## src/rtl/cpu_pkg.sv

```systemverilog
// Shared encodings for the pipeline control block: FSM states,
// forwarding-select codes and the forwarding priority helper.
package cpu_pkg;

  typedef enum logic [1:0] {
    ST_RUN     = 2'd0,
    ST_LDSTALL = 2'd1,
    ST_MDBUSY  = 2'd2
  } state_t;

  localparam logic [1:0] FWD_RF   = 2'd0;
  localparam logic [1:0] FWD_MEM  = 2'd1;
  localparam logic [1:0] FWD_WB   = 2'd2;
  localparam logic [4:0] REG_ZERO = 5'd0;

  // Forwarding select for one source operand. MEM is the youngest producer,
  // so it beats WB. Register 0 is hard-wired and never forwards.
  function automatic logic [1:0] fwd_sel(
    input logic [4:0] src,
    input logic [4:0] mem_wra,
    input logic       mem_we,
    input logic [4:0] wb_wra,
    input logic       wb_we
  );
    logic [1:0] sel;
    if (mem_we && (mem_wra != REG_ZERO) && (mem_wra == src)) begin
      sel = FWD_MEM;
    end else if (wb_we && (wb_wra != REG_ZERO) && (wb_wra == src)) begin
      sel = FWD_WB;
    end else begin
      sel = FWD_RF;
    end
    return sel;
  endfunction

endpackage

```

## src/rtl/hazard_fwd_unit.sv

```systemverilog
// Combinational load-use hazard detection and EXE operand forwarding selects.
module hazard_fwd_unit
  import cpu_pkg::*;
(
  input  logic [4:0] id_rs,
  input  logic [4:0] id_rt,
  input  logic       id_use_rs,
  input  logic       id_use_rt,
  input  logic [4:0] exe_wra,
  input  logic       exe_reg_we,
  input  logic       exe_load,
  input  logic [4:0] mem_wra,
  input  logic       mem_reg_we,
  input  logic [4:0] wb_wra,
  input  logic       wb_reg_we,
  output logic       hz,
  output logic [1:0] fwd_a,
  output logic [1:0] fwd_b
);

  logic load_dst_s;
  logic rs_hit_s;
  logic rt_hit_s;

  // Hazard only when a real load in EXE targets a register the ID instruction reads.
  always_comb begin
    load_dst_s = exe_load && exe_reg_we && (exe_wra != REG_ZERO);
    rs_hit_s   = id_use_rs && (exe_wra == id_rs);
    rt_hit_s   = id_use_rt && (exe_wra == id_rt);
    hz         = load_dst_s && (rs_hit_s || rt_hit_s);
  end

  // Per-operand forwarding priority: MEM, then WB, else register file.
  always_comb begin
    fwd_a = fwd_sel(id_rs, mem_wra, mem_reg_we, wb_wra, wb_reg_we);
    fwd_b = fwd_sel(id_rt, mem_wra, mem_reg_we, wb_wra, wb_reg_we);
  end

endmodule

```

## src/rtl/pipe_ctrl.sv

```systemverilog
// Pipeline hazard/stall controller: load-use bubbles, mul/div EXE occupancy,
// taken-branch flushes, forwarding selects and a saturating stall counter.
module pipe_ctrl
  import cpu_pkg::*;
#(
  parameter int LOAD_LAT   = 1,
  parameter int MUL_CYCLES = 4,
  parameter int DIV_CYCLES = 32,
  parameter int CNT_W      = 6
) (
  input  logic        clk,
  input  logic        rst,
  input  logic [4:0]  i_PCTL_idRs,
  input  logic [4:0]  i_PCTL_idRt,
  input  logic        i_PCTL_idUseRs,
  input  logic        i_PCTL_idUseRt,
  input  logic [4:0]  i_PCTL_exeWRA,
  input  logic        i_PCTL_exeRegWe,
  input  logic        i_PCTL_exeLoad,
  input  logic [4:0]  i_PCTL_memWRA,
  input  logic        i_PCTL_memRegWe,
  input  logic        i_PCTL_mdStart,
  input  logic        i_PCTL_mdDiv,
  input  logic        i_PCTL_brTaken,
  output logic        o_PCTL_ifPause,
  output logic        o_PCTL_idPause,
  output logic        o_PCTL_exePause,
  output logic        o_PCTL_idBubble,
  output logic        o_PCTL_ifFlush,
  output logic        o_PCTL_idFlush,
  output logic [1:0]  o_PCTL_fwdA,
  output logic [1:0]  o_PCTL_fwdB,
  output logic        o_PCTL_mdDone,
  output logic [31:0] o_PCTL_stallCnt
);

  state_t             state_r, state_n;
  logic [CNT_W-1:0]   cnt_r, cnt_n;
  logic [4:0]         wb_wra_r;
  logic               wb_we_r;
  logic [31:0]        stall_cnt_r;
  logic               hz_s;
  logic [1:0]         fwd_a_s, fwd_b_s;
  logic               if_pause_s, id_pause_s, exe_pause_s, bubble_s;
  logic               flush_s, md_done_s;

  hazard_fwd_unit u_hfu (
    .id_rs      (i_PCTL_idRs),
    .id_rt      (i_PCTL_idRt),
    .id_use_rs  (i_PCTL_idUseRs),
    .id_use_rt  (i_PCTL_idUseRt),
    .exe_wra    (i_PCTL_exeWRA),
    .exe_reg_we (i_PCTL_exeRegWe),
    .exe_load   (i_PCTL_exeLoad),
    .mem_wra    (i_PCTL_memWRA),
    .mem_reg_we (i_PCTL_memRegWe),
    .wb_wra     (wb_wra_r),
    .wb_reg_we  (wb_we_r),
    .hz         (hz_s),
    .fwd_a      (fwd_a_s),
    .fwd_b      (fwd_b_s)
  );

  // Next-state, counter and raw control decode.
  always_comb begin
    state_n     = state_r;
    cnt_n       = cnt_r;
    if_pause_s  = 1'b0;
    id_pause_s  = 1'b0;
    exe_pause_s = 1'b0;
    bubble_s    = 1'b0;
    flush_s     = 1'b0;
    md_done_s   = 1'b0;
    unique case (state_r)
      ST_RUN: begin
        if (i_PCTL_brTaken) begin
          flush_s = 1'b1;
        end else if (i_PCTL_mdStart) begin
          cnt_n       = i_PCTL_mdDiv ? CNT_W'(DIV_CYCLES - 1) : CNT_W'(MUL_CYCLES - 1);
          state_n     = ST_MDBUSY;
          if_pause_s  = 1'b1;
          id_pause_s  = 1'b1;
          exe_pause_s = 1'b1;
        end else if (hz_s) begin
          if_pause_s = 1'b1;
          id_pause_s = 1'b1;
          bubble_s   = 1'b1;
          if (LOAD_LAT > 1) begin
            cnt_n   = CNT_W'(LOAD_LAT - 1);
            state_n = ST_LDSTALL;
          end else begin
            state_n = ST_RUN;
          end
        end else begin
          state_n = ST_RUN;
        end
      end
      ST_LDSTALL: begin
        if (i_PCTL_brTaken) begin
          // Flush takes precedence over the remaining bubble cycles.
          flush_s = 1'b1;
          cnt_n   = '0;
          state_n = ST_RUN;
        end else begin
          if_pause_s = 1'b1;
          id_pause_s = 1'b1;
          bubble_s   = 1'b1;
          if (cnt_r == CNT_W'(1)) begin
            cnt_n   = '0;
            state_n = ST_RUN;
          end else begin
            cnt_n = cnt_r - CNT_W'(1);
          end
        end
      end
      ST_MDBUSY: begin
        if (cnt_r == '0) begin
          md_done_s = 1'b1;
          state_n   = ST_RUN;
        end else begin
          if_pause_s  = 1'b1;
          id_pause_s  = 1'b1;
          exe_pause_s = 1'b1;
          cnt_n       = cnt_r - CNT_W'(1);
        end
      end
      default: begin
        state_n = ST_RUN;
        cnt_n   = '0;
      end
    endcase
  end

  // Output gating: reset forces every control output low immediately.
  always_comb begin
    if (rst) begin
      o_PCTL_ifPause  = 1'b0;
      o_PCTL_idPause  = 1'b0;
      o_PCTL_exePause = 1'b0;
      o_PCTL_idBubble = 1'b0;
      o_PCTL_ifFlush  = 1'b0;
      o_PCTL_idFlush  = 1'b0;
      o_PCTL_mdDone   = 1'b0;
      o_PCTL_fwdA     = FWD_RF;
      o_PCTL_fwdB     = FWD_RF;
    end else begin
      o_PCTL_ifPause  = if_pause_s;
      o_PCTL_idPause  = id_pause_s;
      o_PCTL_exePause = exe_pause_s;
      o_PCTL_idBubble = bubble_s;
      o_PCTL_ifFlush  = flush_s;
      o_PCTL_idFlush  = flush_s;
      o_PCTL_mdDone   = md_done_s;
      o_PCTL_fwdA     = fwd_a_s;
      o_PCTL_fwdB     = fwd_b_s;
    end
  end

  // State, occupancy counter and WB-stage shadow of the MEM write port.
  always_ff @(posedge clk or posedge rst) begin
    if (rst) begin
      state_r  <= ST_RUN;
      cnt_r    <= '0;
      wb_wra_r <= 5'd0;
      wb_we_r  <= 1'b0;
    end else begin
      state_r  <= state_n;
      cnt_r    <= cnt_n;
      wb_wra_r <= i_PCTL_memWRA;
      wb_we_r  <= i_PCTL_memRegWe;
    end
  end

  // Saturating count of cycles in which fetch is paused.
  always_ff @(posedge clk or posedge rst) begin
    if (rst) begin
      stall_cnt_r <= 32'd0;
    end else if (o_PCTL_ifPause && (stall_cnt_r != 32'hFFFF_FFFF)) begin
      stall_cnt_r <= stall_cnt_r + 32'd1;
    end else begin
      stall_cnt_r <= stall_cnt_r;
    end
  end

  assign o_PCTL_stallCnt = stall_cnt_r;

endmodule

```

## config.mk

```make
export PLATFORM = sky130hd
export DESIGN_NAME = pipe_ctrl
export DESIGN_NICKNAME = d
export VERILOG_FILES = /design/src/rtl/cpu_pkg.sv /design/src/rtl/hazard_fwd_unit.sv /design/src/rtl/pipe_ctrl.sv
export SDC_FILE = /design/constraint.sdc
export NUM_CORES = 1
export LEC_CHECK = 0
export BUFFER_PORTS_ARGS = -buffer_cell sky130_fd_sc_hd__clkbuf_2
export CORE_ASPECT_RATIO = 2
export CORE_MARGIN = 2
export CORE_UTILIZATION = 40
export DETAILED_ROUTE_END_ITERATION = 7
export SLEW_MARGIN = 15
export SYNTH_ARGS = -nofsm -noshare
export SYNTH_HDL_FRONTEND = slang
export SYNTH_SLANG_ARGS = --single-unit
```

## constraint.sdc

```tcl
create_clock -name clk -period 2.55 [get_ports clk]
set_input_delay 0.1275 -clock clk [delete_from_list [all_inputs] [get_ports clk]]
set_output_delay 0.1275 -clock clk [all_outputs]
set_load 0.02 [all_outputs]
```

==> summary.md <==
| Metric | Value |
|---|---|
| Full die area | 7140 sq um |
| RD Place Congestion | 0.841 |
| First-pass GRT wire length | 10,200 um |
| Worst Hold Class | input port to register |
| Iter 0 DRT Violations | 80 |
| Layout net count | 376 |
| Clock slew seen by the registers of the worst setup and hold paths | 0.06 ns |
| Port bufs | 72 |
| CP Buf/Inv Count | 3 |
| Routed via count | 2,227 |
| Synth Area in Compound Gates | 6.07% |
| Largest net degree at the start of global routing | 46 |
| Slowest CP cell | dfrtp_1 |
| Crit path launch type | register |
| Min cycle time layout | 2.15 ns |
| Synth Warn # | 0 |
| Outcome | completed |
| CTS Sinks | 45 |
| I/O pin total | 73 |
| TritonCTS clock tree | yes |
| Initial core utilization | 41.2% |
| Yosys cell types | 35 |
| Max incr delay on CP | 0.40 ns |
| Post-synth ARST share | 100% |
| Yosys reg bits | 45 |
| Core Box Area | 6260 sq um |
| Mux cell area share after synthesis | 0.582% |
| Layout Skew | 0.00835 ns |
| # DRC | 0 |
| Fin Setup TNS | 0 ns |
| Final period util | 84.5% |
| Final hold vios | 0 |
| Hold Path Stages | 1 |
| Layout Area Growth over Synthesis | 27.6% |
| Final antenna-violating net count | 0 |
| Initial antenna violation count | 0 |
| Delay-heaviest family, CP | compound AO/OA/AOI/OAI gates |
| Post-synthesis xor/xnor area fraction | 21.1% |
| Routed Wire Length | 6430 um |
| Vias in the first global route | 2,236 |
| Core Util, Final | 52.6% |
| Post-synth top area share | 43.7% |
| Post-synth EDFFs | 0 |
| Grt total ovfl | 0 |
| Layout cells sized above 1 | 29.1% |
| Final setup violation count | 0 |
| Hold Crit Start | i_PCTL_memWRA[2] |
| CTS buffer count | 5 |
| Unrepaired setup endpoints after global routing | false |
| Ant diodes | 0 |
| Final Cell Area | 3290 sq um |
| Mapped cell area | 2580 sq um |
| Syn avg cell area | 10.0 sq um |
| Avg Vias per Cell | 5.18 |
| Clock Root Buffer | clkbuf_16 |
| Worst Hold End | wb_wra_r[2] |
| Leak | 0.00147 uW |
| Post-Syn Nets | 289 |
| Worst r2r path cells | 9 |
| Clk buf depth | 2 |
| Top cells by count, synth | 48 x xnor2_1, 45 x dfrtp_1, 19 x nand3_1, 19 x nor2_1, 18 x nand2_1 |
| CP max FO | 12 |
| Wire per inst | 14.9 um |
| Flop-to-flop setup slack | 0.40 ns |
| Rel. slew slack | 60.7% |
| Post-synth top area cell | dfrtp_1 |
| Top cells by area in the synthesized netlist | dfrtp_1 44%, xnor2_1 16%, xor2_1 4.8% |
| H-tree depth | 2 |
| Power Density | 748 nW/um^2 |
| Syn Inst Count | 257 |
| Peak supply drop | 565 uV |
| Fin Hold WS | 0.00909 ns |
| Crit path kind | register to register |
| CP Cell Sequence | inv_1 -> ha_1 -> nand4bb_4 -> o32ai_4 -> o221a_2 -> a211oi_4 -> buf_4 -> buf_12 -> mux2_4 |
| Critical path arrival | 2.34 ns |
| Crit path capture type | register |
| Worst EP required | 2.73 ns |
| Chip width | 60.8 um |
| R2r endpoint | o_PCTL_stallCnt[1] |
| Highest Clock Rate | 0.464 GHz |
| Drt first pass iters | 6 |
| Post-synthesis simple-gate area fraction | 24.6% |
| Placed Instance Area | 3090 sq um |
| Total Routing Usage GR | 18.8% |
| Die H | 118 um |
| R2R Path Start | cnt_r[0] |
| Max-cap check violation count | 0 |
| Most frequent cell after synthesis | xnor2_1 |
| Worst slew pin tran | 0.589 ns |
| Post-synthesis sequential area ratio | 43.7% |
| Prevailing post-synth register cell | dfrtp_1 |
| Rows | 41 |
| Adder-cell share of the synthesized area | 0.970% |
| Slew Viols, Final | 0 |
| Clk_lat worst skew | 0.29 ns |
| Largest family of logic cells by synthesized area | simple AND/OR/NAND/NOR gates |
| Hpwl dp | 5100 um |
==> cell type report <==
class / instances / area [sq um]
timing repair buffer: 87 / 488
multi-input combinational: 197 / 1370
clock inverter: 2 / 35.0
inverter: 8 / 33.8
sequential: 45 / 1130
tap: 86 / 108
fill: 642 / 2970
clock buffer: 5 / 125
==> registers in the layout, summed over array words and instances (netlist names) <==
name,count
cnt_r,6
o_PCTL_stallCnt,32
state_r,1
wb_we_r,1
wb_wra_r,5
==> placed cells by master, fill, tap and decap left out, types with 4 or more instances in the layout <==
cell type   n
nor4_1      8
xor2_1     14
or4_1       5
buf_4      13
clkbuf_16   5
nand3_1    19
nand2_1    18
xnor2_1    48
dfrtp_1    45
nor3_1      7
and3_1      7
nand4_1    17
a21oi_1     4
clkbuf_2   72
nor2_1     19
inv_1       7
==> where the power goes <==
part           internal, uW  switching [uW]
Sequential              825             145
Clock                   455             265
Combinational           353             418
==> metrics by stage <==
stage	setup slack (ns)	total power (uW)	std cells
after floorplan	0.219	1500	257
after global placement	0.151	1710	420
after detailed placement	0.0945	1720	420
after CTS	0.0716	2450	428
after global routing	0.286	2610	430
final	0.396	2460	430
==> timing repair <==
action | in CTS | in global routing
gates resized for setup | 0 | 0
setup buffers | 0 | 2
setup endpoints to repair | 0 | 17
endpoints found under the hold margin | 1 | 0
hold buffers | 1 | 0
==> per-layer routing <==
metal / wire, um / vias up / GRT usage [%]
met1: 2360 / 1070 / 19.2
met3: 279 / 12 / 3.41
li1: - / 1080 / -
met4: 156 / 0 / 8.56
met5: 0 / - / 0
met2: 3630 / 65 / 34.5
==> how the worst max path moves through the flow <==
stage | endpoint | slack [ns] | cells after the start | start
3_3_place_gp | o_PCTL_stallCnt[25] | 0.15 | 9 | cnt_r[0]
2_1_floorplan | o_PCTL_fwdA[1] | 0.22 | 5 | rst
3_5_place_dp | o_PCTL_stallCnt[31] | 0.09 | 9 | cnt_r[0]
4_1_cts | o_PCTL_stallCnt[17] | 0.07 | 9 | cnt_r[0]
6_report | o_PCTL_stallCnt[1] | 0.40 | 9 | cnt_r[0]
5_1_grt | o_PCTL_stallCnt[25] | 0.29 | 9 | cnt_r[0]
==> cells by family (layout without fill, tap and decap cells) <==
family                   Yosys count  after routing
AO/OA/AOI/OAI                     18             18
buffers and inverters             15            102
flip-flops                        45             45
adder cells (fa/ha/maj)            2              2
multiplexers                       1              1
AND/OR/NAND/NOR                  114            114
XOR/XNOR                          62             62
(Power assumes the default switching activity.)
